<file path="src/rtl/lod_12_pre.sv">
// Leading-one predictor for the 12-bit sum of two 11-bit unsigned operands.
// The candidate position comes from a priority encode of a|b. A flat
// sum-of-products carry term then decides whether the sum's leading one
// moves up one bit. The result is registered, so latency is one cycle.
module lod_12_pre (
  input  logic        clk,
  input  logic        rst,
  input  logic [10:0] a,
  input  logic [10:0] b,
  output logic [3:0]  c,
  output logic        v
);

  // Generate, transmit and "either set" vectors. Bit 0 can never propagate an
  // incoming carry, so transmit starts at bit 1.
  logic [10:0] w_p;
  logic [10:0] w_g;
  logic [10:1] w_t;

  assign w_p = a | b;
  assign w_g = a & b;
  assign w_t = a[10:1] ^ b[10:1];

  // Carry out of bit i is the OR, over all j <= i, of g[j] AND t[j+1..i].
  // Each term is evaluated independently, so there is no ripple through
  // lower carries.
  function automatic logic f_carry_out(input logic [10:0] g, input logic [10:1] t, input int i);
    logic res;
    logic prop;
    res = 1'b0;
    for (int j = 0; j <= 10; j++) begin
      prop = (j <= i);
      for (int k = 1; k <= 10; k++) begin
        if (k > j && k <= i) prop = prop & t[k];
      end
      res = res | (prop & g[j]);
    end
    return res;
  endfunction

  logic [10:0] w_cy;

  genvar gi;
  generate
    for (gi = 0; gi < 11; gi++) begin : g_carry
      assign w_cy[gi] = f_carry_out(w_g, w_t, gi);
    end
  endgenerate

  // Priority encoder: index of the most significant set bit of a|b.
  logic [3:0] w_lead;
  logic       w_pv;

  // Later (higher) bits overwrite earlier ones, leaving the top set index.
  always_comb begin
    w_lead = 4'd0;
    for (int i = 0; i < 11; i++) begin
      if (w_p[i]) w_lead = 4'(i);
    end
  end

  assign w_pv = |w_p;

  // Select the carry out of the leading position. It pushes the sum's MSB
  // from p up to p+1.
  logic w_carry;

  always_comb begin
    w_carry = 1'b0;
    for (int i = 0; i < 11; i++) begin
      if (w_lead == 4'(i)) w_carry = w_cy[i];
    end
  end

  // A zero sum forces index 0. Otherwise the result is p or p+1 (at most 11).
  logic [3:0] w_c;
  assign w_c = w_pv ? (w_lead + {3'b000, w_carry}) : 4'd0;

  logic [3:0] r_c;
  logic       r_v;

  // Output register; asynchronous reset clears any in-flight result.
  always_ff @(posedge clk or posedge rst) begin
    if (rst) begin
      r_c <= 4'd0;
      r_v <= 1'b0;
    end else begin
      r_c <= w_c;
      r_v <= w_pv;
    end
  end

  assign c = r_c;
  assign v = r_v;

endmodule

</file>
<file path="config.mk">
export PLATFORM = sky130hd
export DESIGN_NAME = lod_12_pre
export DESIGN_NICKNAME = d
export VERILOG_FILES = /design/src/rtl/lod_12_pre.sv
export SDC_FILE = /design/constraint.sdc
export NUM_CORES = 1
export LEC_CHECK = 0
export CAP_MARGIN = 20
export CORE_MARGIN = 2
export CORE_UTILIZATION = 47
export CTS_CLUSTER_DIAMETER = 120
export DETAILED_ROUTE_END_ITERATION = 16
export PLACE_DENSITY = 0.8
export SYNTH_ARGS = -nofsm -noshare
export SYNTH_HDL_FRONTEND = slang
export SYNTH_SLANG_ARGS = --single-unit
</file>
<file path="constraint.sdc">
create_clock -name clk -period 0.8 [get_ports clk]
set_input_delay 0.16 -clock clk [delete_from_list [all_inputs] [get_ports clk]]
set_output_delay 0.16 -clock clk [all_outputs]
set_load 0.02 [all_outputs]
</file>
==> flow_summary_export.csv, run 1 <==
group,metric,value,unit
synthesis,synthFlopType,"dfrtp_1",
floorplan,die_w,49.1,um
synthesis,syn_nets,169,
floorplan,rows,16,
status,status,"did not finish",
status,failed_stage,"global routing (5_1_grt)",
synthesis,syn_inst,123,
synthesis,yosysSeqAreaShare,0.131,
floorplan,io_pins,29,
synthesis,synthArstFlopShare,1.00,
synthesis,synth_top_area_share,0.288,
synthesis,syn_area_per_cell,7.77,um2
synthesis,synth.cell_area,956,um2
timing,crit_endpoint,"c[1]$_DFF_PP0_/D",
synthesis,yosys-top-cells-area,"ha_1 (29%), dfrtp_1 (13%), inv_1 (9.8%), nand2_1 (5.5%), a21oi_1 (3.7%)",
placed_design,hpwl,2300,um
clock_tree,cts_sinks,5,
placed_design,numPortBuffers,28,
placed_design,dp_cells,205,
clock_tree,cts_root_buffer,"clkbuf_4",
status,error,"[ERROR DPL-0038] Utilization greater than 100%, impossible to legalize",
placed_design,pre_cts_ws,-2.05,ns
clock_tree,cts_max_path_buffers,2,
synthesis,synth.largest_area_cell,"ha_1",
clock_tree,numCtsBuffers,3,
synthesis,synth_edf_count,0,
placed_design,place_congestion,0.844,
timing,endpoint_type,"sequential cell input",
synthesis,ys_ff_latch,5,
floorplan,initial_utilization,0.492,
global_route,grt_max_degree,8,
clock_tree,cts_max_level,1,
synthesis,yosysUniqueCellTypes,34,
synthesis,ys_warn_count,0,
floorplan,die_height,49.1,um
-- synthesized netlist by cell type (2+ instances only) --
cell and number:
inv_1 25, ha_1 22, nand2_1 14, a21oi_1 7
dfrtp_1 5, nand3_1 5, a21o_1 4, nand2b_1 4
o21ai_1 4, a31oi_1 3, nor2_1 3, and2_1 2
nand4_1 2, nor2b_1 2, o31ai_1 2
-- cells by family after synthesis --
family | count (synthesis) | share of synthesized area
buf+inv | 26 | 0.110
simple gates | 39 | 0.228
flops | 5 | 0.131
compound gates | 31 | 0.243
fa+ha+maj | 22 | 0.288
-- through the flow --
stage               cell area, um2  hold WS [ns]   util
CTS                           1830         0.118  0.944
detailed placement            1600         0.372  0.822
global placement              1600         0.362  0.822
floorplan                     1080       -0.0615      -
-- timing repair --
action / in CTS
gates resized for setup: 166
setup buffers: 4
pin swaps: 31
gates cloned: 0
endpoints found under the setup margin: 10
hold buffers: 0
==> run 2: changes to the inputs <==
- CORE_AREA: unset -> 2 2 63 65
- CORE_MARGIN: 2 -> unset
- CORE_UTILIZATION: 47 -> unset
- CTS_CLUSTER_DIAMETER: 120 -> unset
- DIE_AREA: unset -> 0 0 65 67
- PLACE_DENSITY: 0.8 -> unset
- PLACE_DENSITY_LB_ADDON: unset -> 0.15
==> flow_summary_export.csv, run 2 <==
group,metric,value,unit
status,status,"finished with violations",
status,failed_checks,"negative setup slack",
finish,final_common_cell,"buf_4",
synthesis,yosysUniqueCellTypes,34,
route,drt-vias-per-instance,4.70,
synthesis,syn_inst,123,
timing,hold_viol_final,0,
finish,antenna_cells,0,
clock_tree,numCtsBuffers,3,
setup_path,setup.worst_path.end,"c[1]$_DFF_PP0_",
route,drtAntennaViolNets,0,
placed_design,hpwl,2200,um
timing,drv_slew,0,
global_route,grt_pass1_vias,1239,
synthesis,yosys-top-cells-area,"ha_1 (29%), dfrtp_1 (13%), inv_1 (9.8%), nand2_1 (5.5%), a21oi_1 (3.7%)",
finish,syn2layout_area_growth,121,%
floorplan,initial_utilization,0.265,
synthesis,synthFlopType,"dfrtp_1",
synthesis,synth.cell_area,956,um2
timing,finalSetupTns,-5.28,ns
setup_path,critPathKind,"input pin to flop",
route,remaining_drc_errors,0,
floorplan,fp.coreArea,0.00361,mm2
setup_path,end_kind,"flop",
clock_tree,clkSlewWorstSetupHoldPaths,0.03,ns
finish,largest_reg_flops,4,
synthesis,synth.most_common_cell,"inv_1",
timing,relSlewSlack,0.772,
finish,layout_common_cells,"buf_4 (40), buf_6 (18), inv_2 (14), ha_4 (14)",
clock_tree,cts_tree,"yes",
route,wire_per_inst,12.7,um
setup_path,required,0.90,ns
synthesis,syn_nets,169,
synthesis,syn_area_per_cell,7.77,um2
placed_design,numPortBuffers,28,
synthesis,synth.largest_area_cell,"ha_1",
timing,period_share,2.40,
timing,clock.fmax,0.521,GHz
synthesis,synth_top_area_share,0.288,
min_path,hold_class,"input pin to asynchronous set/reset pin",
synthesis,yosysSeqAreaShare,0.131,
synthesis,synth_compound_area_frac,0.243,
synthesis,synth_top_family_by_area,"adder cells",
floorplan,rows,22,
finish,final_util,0.585,
floorplan,die_w,65,um
global_route,overflow,0,
setup_path,worst_setup_path_start_kind,"input pin",
timing,worstMarginPinSlew,0.340,ns
route,drt_iter0_drc,25,
synthesis,synthTopCellsByCount,"inv_1 (25), ha_1 (22), nand2_1 (14), a21oi_1 (7)",
synthesis,ys_warn_count,0,
clock_tree,hold_buffers,0,
timing,finalSetupViolations,10,
route,vias,1161,
setup_path,crit_start,"a[2]",
setup_path,arrival,2.02,ns
flow_run,cap_violations,0,
global_route,grt_pass1_wl,5140,um
timing,setup_ws,-1.12,ns
route,dr.pass1.iters,4,
finish,drive_above_1_share,0.704,
placed_design,place_congestion,0.874,
clock_tree,cts_max_path_buffers,2,
synthesis,ys_ff_latch,5,
timing,final.min_clock_period,1.92,ns
synthesis,synth_xor_area_frac,0,
route,wirelength,3130,um
global_route,grt_usage,0.148,
synthesis,synth-simple-area-share,0.228,
pwr,leakagePower,0.946,nW
floorplan,io_pins,29,
floorplan,die_height,67,um
finish,nFillCells,308,
global_route,antenna_found_initial,0,
pwr,power.density,824,mW/mm2
synthesis,synthArstFlopShare,1.00,
setup_path,path_max_fanout,4,
clock_tree,cts_sinks,5,
synthesis,synthMuxAreaShare,0,
finish,nets,246,
pwr,ir_drop,0.339,mV
global_route,grt_max_degree,6,
clock_tree,cts_root_buffer,"clkbuf_8",
timing,grt_setup_unrepaired,"yes",
floorplan,die_area,0.00436,mm2
synthesis,synth_adder_area_share,0.288,
clock_tree,cts_max_level,1,
synthesis,synth_edf_count,0,
[run 2: cell counts after synthesis]
No cell type changed its count.
[run 2: what timing repair did]
| item | in CTS | in global routing |
|---|---|---|
| pin swaps | 32 | 17 |
| buffers inserted | 13 | 2 |
| endpoints found under the setup margin | 10 | 10 |
| gates resized for setup | 177 | 32 |
[run 2: report_power, final]
part | switching (mW) | leakage (nW) | total (mW) | internal (mW)
sequential | 0.00711 | 0.0538 | 0.279 | 0.272
combinational | 0.430 | 0.870 | 0.991 | 0.561
clock | 0.126 | 0.0228 | 0.468 | 0.342
[run 2: critical path, stage by stage]
cell and delay [ns]:
buf_8 0.10, inv_4 0.04, ha_4 0.20, a21oi_4 0.13, nand2_2 0.09, a31o_4 0.26, o31ai_2 0.18, a22oi_1 0.11
a21oi_1 0.15, nand2_2 0.08, ha_4 0.17, ha_4 0.21, nor2b_4 0.12
[run 2: cells by family (layout without fill, tap and decap cells)]
kind of cell	count (synthesis)	after routing
and+or+nand+nor	39	39
AOI/OAI and AO/OA	31	31
buffers and inverters	26	102
adders and majority gates	22	22
DFF	5	5
[run 2: final cells by class]
type,instances,area [um2],area share
well taps,48,60.1,0.0285
clock buffers,4,45.0,0.0214
multi-input cells,92,1080,0.514
flip-flops and latches,5,125,0.0593
inverters,25,136,0.0647
repair buffers,73,659,0.313
[run 2: worst min-delay path by stage]
stage / end / depth (start not counted) / from / slack (ns)
after floorplan: c[0]$_DFF_PP0_ / 1 / rst / -0.06
after detailed placement: c[1]$_DFF_PP0_ / 2 / rst / 0.38
after CTS: c[1]$_DFF_PP0_ / 2 / rst / 0.15
final: c[1]$_DFF_PP0_ / 2 / rst / 0.14
after global placement: c[3]$_DFF_PP0_ / 2 / rst / 0.37
after global routing: v$_DFF_PP0_ / 2 / rst / 0.18
[run 2: per-stage QoR]
step | setup slack [ns] | hold WS [ns] | power (mW) | std cells | cell area (um2)
6_report | -1.12 | 0.136 | 1.74 | 247 | 2110
2_1_floorplan | -1.22 | -0.0615 | 0.647 | 123 | 1080
3_5_place_dp | -2.09 | 0.377 | 1.01 | 228 | 1640
4_1_cts | -1.13 | 0.146 | 1.66 | 245 | 1980
5_1_grt | -1.28 | 0.183 | 1.84 | 247 | 2110
3_3_place_gp | -2.02 | 0.367 | 1.00 | 228 | 1640
[run 2: layer usage]
metal	vias up	GRT usage	part of all wire	wire (um)
li1	586	-	-	-
met1	546	0.163	0.40	1260
met2	23	0.294	0.56	1740
met3	6	0.00676	0.026	80
met4	0	0.0559	0.018	56
met5	-	0	0	0
Power figures use the tool's default switching activity.
